<file path="src/rtl/io_uart_pkg.sv">
// Shared definitions for the memory-mapped UART: register offsets,
// STATUS bit positions and the TX/RX state encodings.
package io_uart_pkg;

  localparam logic [1:0] REG_TXDATA = 2'd0;
  localparam logic [1:0] REG_RXDATA = 2'd1;
  localparam logic [1:0] REG_STATUS = 2'd2;
  localparam logic [1:0] REG_CTRL   = 2'd3;

  localparam int ST_TX_FULL      = 0;
  localparam int ST_TX_EMPTY     = 1;
  localparam int ST_TX_BUSY      = 2;
  localparam int ST_RX_VALID     = 3;
  localparam int ST_RX_OVERRUN   = 4;
  localparam int ST_RX_FRAME_ERR = 5;
  localparam int ST_TX_OVF       = 6;
  localparam int ST_TX_COUNT     = 8;

  typedef enum logic [1:0] {TX_IDLE, TX_START, TX_DATA, TX_STOP} txState_e;
  typedef enum logic [1:0] {RX_IDLE, RX_START, RX_DATA, RX_STOP} rxState_e;

endpackage

</file>
<file path="src/rtl/sync_fifo.sv">
// Single-clock FIFO with first-word fall-through read data and an
// occupancy count. Pushes into a full FIFO and pops from an empty one
// are ignored.
module sync_fifo #(
  parameter int WIDTH = 8,
  parameter int DEPTH = 8
) (
  input  logic                     clk,
  input  logic                     rst,
  input  logic                     push_i,
  input  logic [WIDTH-1:0]         data_i,
  input  logic                     pop_i,
  output logic [WIDTH-1:0]         data_o,
  output logic [$clog2(DEPTH):0]   count_o,
  output logic                     full_o,
  output logic                     empty_o
);

  localparam int PTR_W = $clog2(DEPTH);
  localparam int CNT_W = PTR_W + 1;

  logic [WIDTH-1:0] mem_q [DEPTH];
  logic [PTR_W-1:0] wrPtr_q, rdPtr_q;
  logic [CNT_W-1:0] count_q;
  logic             doPush, doPop;

  assign full_o  = (count_q == CNT_W'(DEPTH));
  assign empty_o = (count_q == '0);
  assign doPush  = push_i & ~full_o;
  assign doPop   = pop_i & ~empty_o;
  assign data_o  = mem_q[rdPtr_q];
  assign count_o = count_q;

  // Storage array; written only on an accepted push, needs no reset.
  always_ff @(posedge clk) begin
    if (doPush) mem_q[wrPtr_q] <= data_i;
  end

  // Pointers wrap naturally because the depth is a power of two.
  always_ff @(posedge clk or posedge rst) begin
    if (rst) begin
      wrPtr_q <= '0;
      rdPtr_q <= '0;
      count_q <= '0;
    end else begin
      if (doPush) wrPtr_q <= wrPtr_q + PTR_W'(1);
      if (doPop)  rdPtr_q <= rdPtr_q + PTR_W'(1);
      if (doPush && !doPop)      count_q <= count_q + CNT_W'(1);
      else if (doPop && !doPush) count_q <= count_q - CNT_W'(1);
    end
  end

endmodule

</file>
<file path="src/rtl/io_uart.sv">
// Bus-mapped UART: decodes a 32-byte window, queues TX bytes in a FIFO
// and shifts them out as 8N1 frames, and receives 8N1 frames into a
// single holding register with sticky status flags.
module io_uart
  import io_uart_pkg::*;
#(
  parameter logic [63:0] BASE_ADDR    = 64'hFFFF_0000_0000_0000,
  parameter int          CLKS_PER_BIT = 434,
  parameter int          FIFO_DEPTH   = 8
) (
  input  logic        clk,
  input  logic        rst,
  input  logic [63:0] addr,
  input  logic        addr_valid,
  input  logic        write,
  input  logic [63:0] data_in,
  output logic [63:0] data_out,
  output logic        ready,
  output logic        uart_tx,
  input  logic        uart_rx,
  output logic        irq
);

  localparam int             CNT_W     = $clog2(FIFO_DEPTH) + 1;
  localparam int             BCW       = $clog2(CLKS_PER_BIT);
  localparam logic [BCW-1:0] BIT_LAST  = BCW'(CLKS_PER_BIT - 1);
  localparam logic [BCW-1:0] HALF_LAST = BCW'(CLKS_PER_BIT / 2 - 1);

  logic             sel, wrPulse, write_q, unusedBits;
  logic [1:0]       regIdx;
  logic             ready_q, irq_q;
  logic [63:0]      dataOut_q, readWord, statusWord;
  logic             rxValid_q, rxOverrun_q, rxFrameErr_q, txOvf_q, txIe_q;
  logic [7:0]       rxByte_q;
  logic             txPush, txPop, txFull, txEmpty, txBusy, uartTxLine;
  logic [7:0]       txFifoData;
  logic [CNT_W-1:0] txCount;
  txState_e         txState_q, txState_d;
  logic [BCW-1:0]   txCnt_q, txCnt_d;
  logic [2:0]       txBit_q, txBit_d;
  logic [7:0]       txShift_q, txShift_d;
  logic             rxMeta_q, rxSync_q, rxPrev_q, rxLoad, rxBad;
  rxState_e         rxState_q, rxState_d;
  logic [BCW-1:0]   rxCnt_q, rxCnt_d;
  logic [2:0]       rxBit_q, rxBit_d;
  logic [7:0]       rxShift_q, rxShift_d;

  assign sel        = addr_valid & (addr[63:5] == BASE_ADDR[63:5]);
  assign regIdx     = addr[4:3];
  assign wrPulse    = sel & write & ~write_q;
  assign txPush     = wrPulse & (regIdx == REG_TXDATA);
  assign unusedBits = ^{addr[2:0], data_in[63:8]};
  assign data_out   = dataOut_q;
  assign ready      = ready_q;
  assign irq        = irq_q;
  assign uart_tx    = uartTxLine;

  sync_fifo #(.WIDTH(8), .DEPTH(FIFO_DEPTH)) uTxFifo (
    .clk(clk), .rst(rst), .push_i(txPush), .data_i(data_in[7:0]),
    .pop_i(txPop), .data_o(txFifoData), .count_o(txCount),
    .full_o(txFull), .empty_o(txEmpty)
  );

  // Assemble the STATUS word and select the register being read.
  always_comb begin
    statusWord                        = '0;
    statusWord[ST_TX_FULL]            = txFull;
    statusWord[ST_TX_EMPTY]           = txEmpty;
    statusWord[ST_TX_BUSY]            = txBusy;
    statusWord[ST_RX_VALID]           = rxValid_q;
    statusWord[ST_RX_OVERRUN]         = rxOverrun_q;
    statusWord[ST_RX_FRAME_ERR]       = rxFrameErr_q;
    statusWord[ST_TX_OVF]             = txOvf_q;
    statusWord[ST_TX_COUNT +: CNT_W]  = txCount;
    case (regIdx)
      REG_RXDATA: readWord = {56'b0, rxByte_q};
      REG_STATUS: readWord = statusWord;
      REG_CTRL:   readWord = {63'b0, txIe_q};
      default:    readWord = '0;
    endcase
  end

  // Bus response, interrupt and register flags. Clears are written first
  // so that a same-cycle hardware set overrides a CPU clear.
  always_ff @(posedge clk or posedge rst) begin
    if (rst) begin
      write_q      <= 1'b0;
      ready_q      <= 1'b0;
      dataOut_q    <= '0;
      irq_q        <= 1'b0;
      rxValid_q    <= 1'b0;
      rxOverrun_q  <= 1'b0;
      rxFrameErr_q <= 1'b0;
      txOvf_q      <= 1'b0;
      txIe_q       <= 1'b0;
      rxByte_q     <= '0;
    end else begin
      write_q   <= write;
      ready_q   <= sel;
      dataOut_q <= sel ? readWord : '0;
      irq_q     <= rxValid_q | (txEmpty & txIe_q);
      if (wrPulse && regIdx == REG_RXDATA) rxValid_q <= 1'b0;
      if (wrPulse && regIdx == REG_CTRL) begin
        txIe_q <= data_in[0];
        if (data_in[ST_RX_OVERRUN])   rxOverrun_q  <= 1'b0;
        if (data_in[ST_RX_FRAME_ERR]) rxFrameErr_q <= 1'b0;
        if (data_in[ST_TX_OVF])       txOvf_q      <= 1'b0;
      end
      if (txPush && txFull) txOvf_q <= 1'b1;
      if (rxBad) rxFrameErr_q <= 1'b1;
      if (rxLoad) begin
        rxByte_q  <= rxShift_q;
        rxValid_q <= 1'b1;
        if (rxValid_q) rxOverrun_q <= 1'b1;
      end
    end
  end

  // TX state register and bit-timing datapath.
  always_ff @(posedge clk or posedge rst) begin
    if (rst) begin
      txState_q <= TX_IDLE;
      txCnt_q   <= '0;
      txBit_q   <= '0;
      txShift_q <= '0;
    end else begin
      txState_q <= txState_d;
      txCnt_q   <= txCnt_d;
      txBit_q   <= txBit_d;
      txShift_q <= txShift_d;
    end
  end

  // TX next state: each phase lasts CLKS_PER_BIT cycles, data LSB first.
  always_comb begin
    txState_d = txState_q;
    txCnt_d   = txCnt_q + BCW'(1);
    txBit_d   = txBit_q;
    txShift_d = txShift_q;
    case (txState_q)
      TX_IDLE: begin
        txCnt_d = '0;
        if (!txEmpty) begin
          txState_d = TX_START;
          txShift_d = txFifoData;
        end
      end
      TX_START: if (txCnt_q == BIT_LAST) begin
        txState_d = TX_DATA;
        txCnt_d   = '0;
        txBit_d   = '0;
      end
      TX_DATA: if (txCnt_q == BIT_LAST) begin
        txCnt_d   = '0;
        txShift_d = {1'b0, txShift_q[7:1]};
        if (txBit_q == 3'd7) txState_d = TX_STOP;
        else                 txBit_d   = txBit_q + 3'd1;
      end
      TX_STOP: if (txCnt_q == BIT_LAST) begin
        txState_d = TX_IDLE;
        txCnt_d   = '0;
      end
      default: txState_d = TX_IDLE;
    endcase
  end

  // TX outputs: line level, busy flag and FIFO pop while idle.
  always_comb begin
    txPop      = 1'b0;
    txBusy     = 1'b1;
    uartTxLine = 1'b1;
    case (txState_q)
      TX_IDLE: begin
        txBusy = 1'b0;
        txPop  = ~txEmpty;
      end
      TX_START: uartTxLine = 1'b0;
      TX_DATA:  uartTxLine = txShift_q[0];
      default:  uartTxLine = 1'b1;
    endcase
  end

  // RX synchroniser, edge-history flop and RX state register. The line
  // idles high, so the synchroniser resets to 1.
  always_ff @(posedge clk or posedge rst) begin
    if (rst) begin
      rxMeta_q  <= 1'b1;
      rxSync_q  <= 1'b1;
      rxPrev_q  <= 1'b1;
      rxState_q <= RX_IDLE;
      rxCnt_q   <= '0;
      rxBit_q   <= '0;
      rxShift_q <= '0;
    end else begin
      rxMeta_q  <= uart_rx;
      rxSync_q  <= rxMeta_q;
      rxPrev_q  <= rxSync_q;
      rxState_q <= rxState_d;
      rxCnt_q   <= rxCnt_d;
      rxBit_q   <= rxBit_d;
      rxShift_q <= rxShift_d;
    end
  end

  // RX next state: half a bit to the start-bit centre, then whole bits.
  always_comb begin
    rxState_d = rxState_q;
    rxCnt_d   = rxCnt_q + BCW'(1);
    rxBit_d   = rxBit_q;
    rxShift_d = rxShift_q;
    case (rxState_q)
      RX_IDLE: begin
        rxCnt_d = '0;
        if (rxPrev_q && !rxSync_q) rxState_d = RX_START;
      end
      RX_START: if (rxCnt_q == HALF_LAST) begin
        rxCnt_d   = '0;
        rxBit_d   = '0;
        rxState_d = rxSync_q ? RX_IDLE : RX_DATA;
      end
      RX_DATA: if (rxCnt_q == BIT_LAST) begin
        rxCnt_d   = '0;
        rxShift_d = {rxSync_q, rxShift_q[7:1]};
        if (rxBit_q == 3'd7) rxState_d = RX_STOP;
        else                 rxBit_d   = rxBit_q + 3'd1;
      end
      RX_STOP: if (rxCnt_q == BIT_LAST) begin
        rxCnt_d   = '0;
        rxState_d = RX_IDLE;
      end
      default: rxState_d = RX_IDLE;
    endcase
  end

  // RX outputs: stop-bit verdict at its centre sample.
  always_comb begin
    rxLoad = 1'b0;
    rxBad  = 1'b0;
    if (rxState_q == RX_STOP && rxCnt_q == BIT_LAST) begin
      rxLoad = rxSync_q;
      rxBad  = ~rxSync_q;
    end
  end

endmodule

</file>
<file path="config.mk">
export PLATFORM = sky130hd
export DESIGN_NAME = io_uart
export DESIGN_NICKNAME = d
export VERILOG_FILES = /design/src/rtl/io_uart_pkg.sv /design/src/rtl/sync_fifo.sv /design/src/rtl/io_uart.sv
export SDC_FILE = /design/constraint.sdc
export NUM_CORES = 1
export LEC_CHECK = 0
export ABC_AREA = 1
export CAP_MARGIN = 20
export CORE_MARGIN = 2
export CORE_UTILIZATION = 58
export CTS_CLUSTER_SIZE = 14
export DETAILED_ROUTE_END_ITERATION = 10
export DONT_BUFFER_PORTS = 1
export PLACE_DENSITY = 0.76
export SYNTH_ARGS = -nofsm -noshare
export SYNTH_HDL_FRONTEND = slang
export SYNTH_SLANG_ARGS = --single-unit
</file>
<file path="constraint.sdc">
create_clock -name clk -period 2.7 [get_ports clk]
set_clock_uncertainty 0.15 [all_clocks]
set_input_delay 0.405 -clock clk [delete_from_list [all_inputs] [get_ports clk]]
set_output_delay 0.405 -clock clk [all_outputs]
set_load 0.01 [all_outputs]
</file>
Word-level counts from Yosys, hierarchy flattened
Memory sizes are Yosys's and may differ from the RTL's.
Cells that the tools add are included.
Storage, ports and cells
  register bits after elaboration: 137
  memory bits (writable): 64
  input bits: 133
  output and inout bits: 67
  logic and storage cells: 158
  memories kept: 1
Memory list
  uTxFifo.mem_q: depth 8, width 8, rd ports 1, clocked after memory_dff 0, wr ports 1, line sync_fifo.sv:22  | logic [WIDTH-1:0] mem_q [DEPTH];
Operators by class
  $add $sub $neg: 8
  eq/ne operators: 28
  muxes and demuxes: 52
  bitwise gates (word level): 12
  reductions and logical operators: 33
Operators with widths (number)
  two-way mux 64 bit: 1
  equality test 59 bit, second input constant: 1
  case mux 12 bit (3 select lines): 1
  two-way mux 9 bit: 3
  case mux 9 bit (3 select lines): 1
  != test 2 bit, second input constant: 12
  two-way mux 2 bit: 11
  adder 9 x 1 -> 9 bit, second input constant: 2
  equality test 9 bit, second input constant: 2
  two-way mux 1 bit: 18
  two-way mux 3 bit: 6
  case mux 9 bit (2 select lines): 1
  nonzero test 2 bit: 9
  two-way mux 8 bit: 2
  case mux 2 bit (4 select lines): 2
  case mux 8 bit (2 select lines): 1
  adder 3 x 1 -> 3 bit, second input constant: 4
  equality test 2 bit, second input constant: 6
  case mux 3 bit (2 select lines): 2
  AND reduction 5 bit: 2
  equality test 9 x 8 -> 1 bit, second input constant: 1
  two-way mux 4 bit: 2
  AND reduction 4 bit: 2
  bitwise AND 1 bit: 7
  other kinds (16): 34

Logic depth before layout (Yosys ltp)
  word-level depth: 10
  gate-level depth with buffers: 19
  mapped depth without buffers: 19

Modules after synthesis
A second synthesis with hierarchy kept.
Unflattened totals
  cell total of the unflattened synthesis: 904
  area, all modules: 7749.9 µm²
Modules (own cells, without submodules)
  io_uart: instances 1, cells each 547, area each 4360.4 µm², seq. area each 1880.6 µm²
  sync_fifo: instances 1, cells each 357, area each 3389.5 µm², seq. area each 2172.1 µm²

Worst setup path before layout
No wires, ideal clock.
  path type: in2reg
  start point: input port addr[36]
  end point: register uTxFifo.count_q[3], in the netlist uTxFifo.count_o[3]
  setup time: 125 ps
  arrival time: 2295 ps
  required time: 2425 ps
  setup slack: 130 ps
  stages on the path: 18
  buffers on the path: 0
  cells stage by stage: nor2_1 nand2_1 nor2_1 nand2_1 nor2_2 nand2_2 nor2_8 nand3_1 inv_1 ha_1 inv_1 ha_1 a21o_1 a21oi_1 nand2_1 nand2_1 nor2_1 xor2_1
On the way
  word-level cells in the longest chain between the ends: 9
  elaborated cells between the ends (all ways): 11
  those cells by class: eq/ne: 1; mux: 1; bitwise: 5; reduce/logical: 4
Ends and longest elaborated chain
  start: declaration: line io_uart.sv:13  | input logic [63:0] addr,
  equality test 59 bit *: line io_uart.sv:48  | assign sel = addr_valid & (addr[63:5] == BASE_ADDR[63:5]);
  bitwise AND 1 bit *: line io_uart.sv:48
  bitwise AND 1 bit * (2 in a row): line io_uart.sv:50  | assign wrPulse = sel & write & ~write_q;
  bitwise AND 1 bit *: line io_uart.sv:51  | assign txPush = wrPulse & (regIdx == REG_TXDATA);
  bitwise AND 1 bit *: line sync_fifo.sv:29  | assign doPush = push_i & ~full_o;
  net uTxFifo.doPush: line sync_fifo.sv:25  | logic doPush, doPop;
  logical NOT 1 bit: line sync_fifo.sv:49  | else if (doPop && !doPush) count_q <= count_q - CNT_W'(1);
  logical AND 1 bit: line sync_fifo.sv:49
  nonzero test 2 bit (no line)
  end signal: assignment: line sync_fifo.sv:48  | if (doPush && !doPop) count_q <= count_q + CNT_W'(1);
  end signal: assignment: line sync_fifo.sv:49
  end: declaration: line sync_fifo.sv:24  | logic [CNT_W-1:0] count_q;
Mark *: on every way through the listed nets, which the timed path passes. The rest lies on a longest branch.
A chain may end at the register's enable or synchronous reset.

Worst setup path after layout
  start point: register uTxFifo.count_q[1], in the netlist uTxFifo.count_o[1]
  end point: register uTxFifo.count_q[3], in the netlist uTxFifo.count_o[3]
On the way
  word-level cells in the longest chain between the ends: 7
  elaborated cells between the ends (all ways): 16
  those cells by class: add/sub: 2; eq/ne: 1; mux: 3; bitwise: 4; reduce/logical: 6
Ends and longest elaborated chain
  parallel branches: the longest is 7 deep, another holds subtractor 4 x 1 -> 4 bit
Parallel ways; which one is timed is not known. The select of a mux whose other input is x is not followed.

==> results.yml <==
outcome:
  outcome: "completed"
global_routing:
  grt_pass1_wl_mm: 24.07
  grt_overflow: 0
  grt_use_total: 0.2296
  grt_max_degree: 63
  grt_pass1_vias: 5276
  antenna_found_initial: 0
synthesis:
  syn-instance-count: 805
  synth-seq-area-share: 0.5445
  avgSynthCellArea_um2: 9.246
  ys.flop_type: "dfrtp_1"
  synth_area_leader_cell: "dfrtp_1"
  synthArstFlopShare: 0.5705
  synth_edf_count: 64
  synth_top_area_share: 0.2757
  syn_area_um2: 7443
  yosys-top-cells-area: "dfrtp_1, edfxtp_1, nand2_1"
  yosysWarnings: 0
  synth-seq-cells: 149
  ys_types: 46
place:
  hpwl_mm: 10.15
  place_congestion: 0.8524
  pre_cts_ws_ns: -0.03030
  dpl_cell_area_um2: 7538
  io_buffers: 0
power:
  p_per_area_nw_per_um2: 634.9
  leakagePower_nw: 3.605
  peakVddDrop_v: 0.0006151
floorplan:
  fp.dieW_um: 117.3
  pin_count: 200
  coreArea_um2: 12570
  num_rows: 41
  die_h_um: 117.3
  die_area_um2: 13760
  start_util: 0.5922
critical_path:
  worstPathRequired_ns: 2.85
  crit_top_cell: "nand2_1"
  path_cells: "nor2_1 -> inv_1 -> nor3_2 -> inv_1 -> nand2_1 -> ha_1 -> inv_2 -> ha_1 -> a21o_1 -> a21oi_2 -> nand2_1 -> nand2_1 -> nor2_1 -> xor2_1"
  crit_family: "simple AND/OR/NAND/NOR gates"
  r2r_cells: 14
  crit_cells: 14
  critical_path_arrival_ns: 2.64
  criticalPathCategory: "flip-flop to flip-flop"
  crit_buf_inv: 3
  slowest_delay_ns: 0.42
  crit_path_end_kind: "flip-flop"
  critPathMaxFanout: 4
  cp-start-kind: "flip-flop"
  cpMaxStageDelayCell: "dfrtp_2"
drt:
  wire_per_inst_um: 14.10
  vias: 5352
  via_per_inst: 5.216
  drc: 0
  drtIter0Drc: 477
  drt-total-wl_mm: 14.47
  postRouteAntennaNets: 0
  dr.pass1.iters: 5
timing:
  period_share: 0.9222
  setup_viol: 0
  relSlewSlack: 0.5424
  whs_ns: 0.06351
  slew_viol_final: 0
  layout_setup_ws_ns: 0.2102
  final-hold-violation-count: 0
  worstMarginPinSlew_ns: 0.6839
  fmax_mhz: 401.6
  fin_setup_tns_ns: 0
  rsz0062_at_grt: "no"
  period_minus_slack_ns: 2.490
clock_network:
  cts_buffer_depth: 2
  cts_root_buffer: "clkbuf_16"
  worstSkewPairLatency_ns: 0.43
  cts.clk_slew.worst_paths_ns: 0.06
  h-tree-depth: 4
  clock_sinks: 149
  cts_buffers: 17
  cts_tree: "built"
cells_and_area:
  layout-drive-gt1-share: 0.1194
  diodes: 0
  nets: 994
  syn2layout_area_growth_pct: 11.01
  fillers: 963
  stdcell_area_um2: 8263
job:
  maxCapViolCount: 0
worst_hold_path:
  hold_path.class: "input pin to flip-flop"
  hold_depth: 2
==> cell families after synthesis <==
kind of cell / count (synthesis) / synth area share
AND/OR/NAND/NOR: 365 / 0.2153
flip-flops: 149 / 0.5445
buffers and inverters: 146 / 0.1025
AO/OA/AOI/OAI: 114 / 0.09077
adder cells (fa/ha/maj): 20 / 0.03463
XOR/XNOR: 10 / 0.01177
other: 1 / 0.0005038
==> worst register-to-register path: stages, from the launching register on <==
cell     delay, ns
dfrtp_2       0.42
nor2_1        0.11
inv_1         0.09
nor3_2        0.14
inv_1         0.11
nand2_1       0.14
ha_1          0.23
inv_2         0.07
ha_1          0.27
a21o_1        0.19
a21oi_2       0.14
nand2_1       0.06
nand2_1       0.05
nor2_1        0.04
xor2_1        0.16
==> synthesized netlist by cell type (all sizes together), types with 4 or more instances <==
| cell type | number |
|---|---|
| nand2 | 167 |
| nor2 | 130 |
| dfrtp | 82 |
| inv | 79 |
| edfxtp | 64 |
| o21ai | 61 |
| buf | 58 |
| nand3 | 37 |
| a21oi | 30 |
| ha | 19 |
| nor3 | 16 |
| clkbuf | 8 |
| nand4 | 8 |
| o22ai | 8 |
| o211ai | 7 |
| xor2 | 6 |
| xnor2 | 4 |
==> path summary, 6_finish.rpt <==
| check | end | slack (ns) | start |
|---|---|---|---|
| worst max-delay path | uTxFifo.count_o[3] | 0.21 | uTxFifo.count_o[1] |
| worst min-delay path | data_out[11] | 0.06 | addr[4] |
| worst max register to register | uTxFifo.count_o[3] | 0.21 | uTxFifo.count_o[1] |
| worst min register to register | rxSync_q | 0.22 | rxMeta_q |
| max in group asynchronous | uTxFifo.count_o[1] | 1.35 | rst |
| min in group asynchronous | data_out[7] | 0.36 | rst |
==> layout make-up <==
class | instances | area (um2) | share of cell area
tap | 172 | 215.2 | 0.02604
clock buffer | 23 | 478.0 | 0.05784
clock inverter | 9 | 101.3 | 0.01227
timing repair buffer | 32 | 280.3 | 0.03392
sequential | 149 | 4055 | 0.4908
multi-input combinational | 561 | 2829 | 0.3424
inverter | 80 | 304.0 | 0.03680
==> routing by layer <==
metal	up-vias	track usage	part of all wire
li1	2612	-	-
met1	2579	0.2860	0.41
met2	140	0.3743	0.52
met3	21	0.06849	0.051
met4	0	0.09961	0.018
met5	-	0	0
==> registers in the layout, summed over array words and instances, names as in the netlist, 2 cells and up, named ones only <==
| register | cells |
|---|---|
| uTxFifo.wrPtr_q | 3 |
| txShift_q | 8 |
| uTxFifo.rdPtr_q | 3 |
| uTxFifo.mem_q | 64 |
| rxShift_q | 8 |
| txBit_q | 3 |
| data_out | 12 |
| uTxFifo.count_o | 4 |
| rxBit_q | 3 |
| rxCnt_q | 9 |
| txCnt_q | 9 |
| txState_q | 2 |
| rxByte_q | 8 |
==> power by group <==
group	switching, mW	leakage (nW)	internal, mW
logic	0.312	1.66	0.149
clock network	0.875	0.292	1.43
registers	0.0607	1.65	2.42
total	1.25	3.60	4.00
==> repair_timing <==
action                                 in CTS  in global routing
hold buffers                               11                  0
setup endpoints to repair                   0                  1
setup buffers                               0                  3
resized for setup                           0                  5
endpoints found under the hold margin      89                  0
==> cell usage in the layout, fill, tap and decap left out, types with 8 or more instances in the layout <==
| cell type | instances |
|---|---|
| nand2_1 | 159 |
| nor2_1 | 124 |
| dfrtp_1 | 80 |
| inv_1 | 71 |
| edfxtp_1 | 64 |
| conb_1 | 52 |
| nand3_1 | 35 |
| o21ai_0 | 32 |
| a21oi_1 | 28 |
| buf_4 | 20 |
| o21ai_1 | 19 |
| ha_1 | 19 |
| clkbuf_16 | 17 |
| dlygate4sd3_1 | 11 |
| nor3_1 | 10 |
| o21ai_2 | 10 |
| nand2_2 | 8 |
| o22ai_1 | 8 |
==> through the flow <==
stage / std cells / util / power (mW)
after global routing: 1026 / 0.6574 / 5.474
after global placement: 980 / 0.5998 / 2.926
after floorplan: 856 / - / 2.924
after CTS: 1023 / 0.6547 / 5.290
final: 1026 / 0.6574 / 5.246
after detailed placement: 980 / 0.5998 / 2.962
No activity file was read; power rests on OpenSTA's default activity.
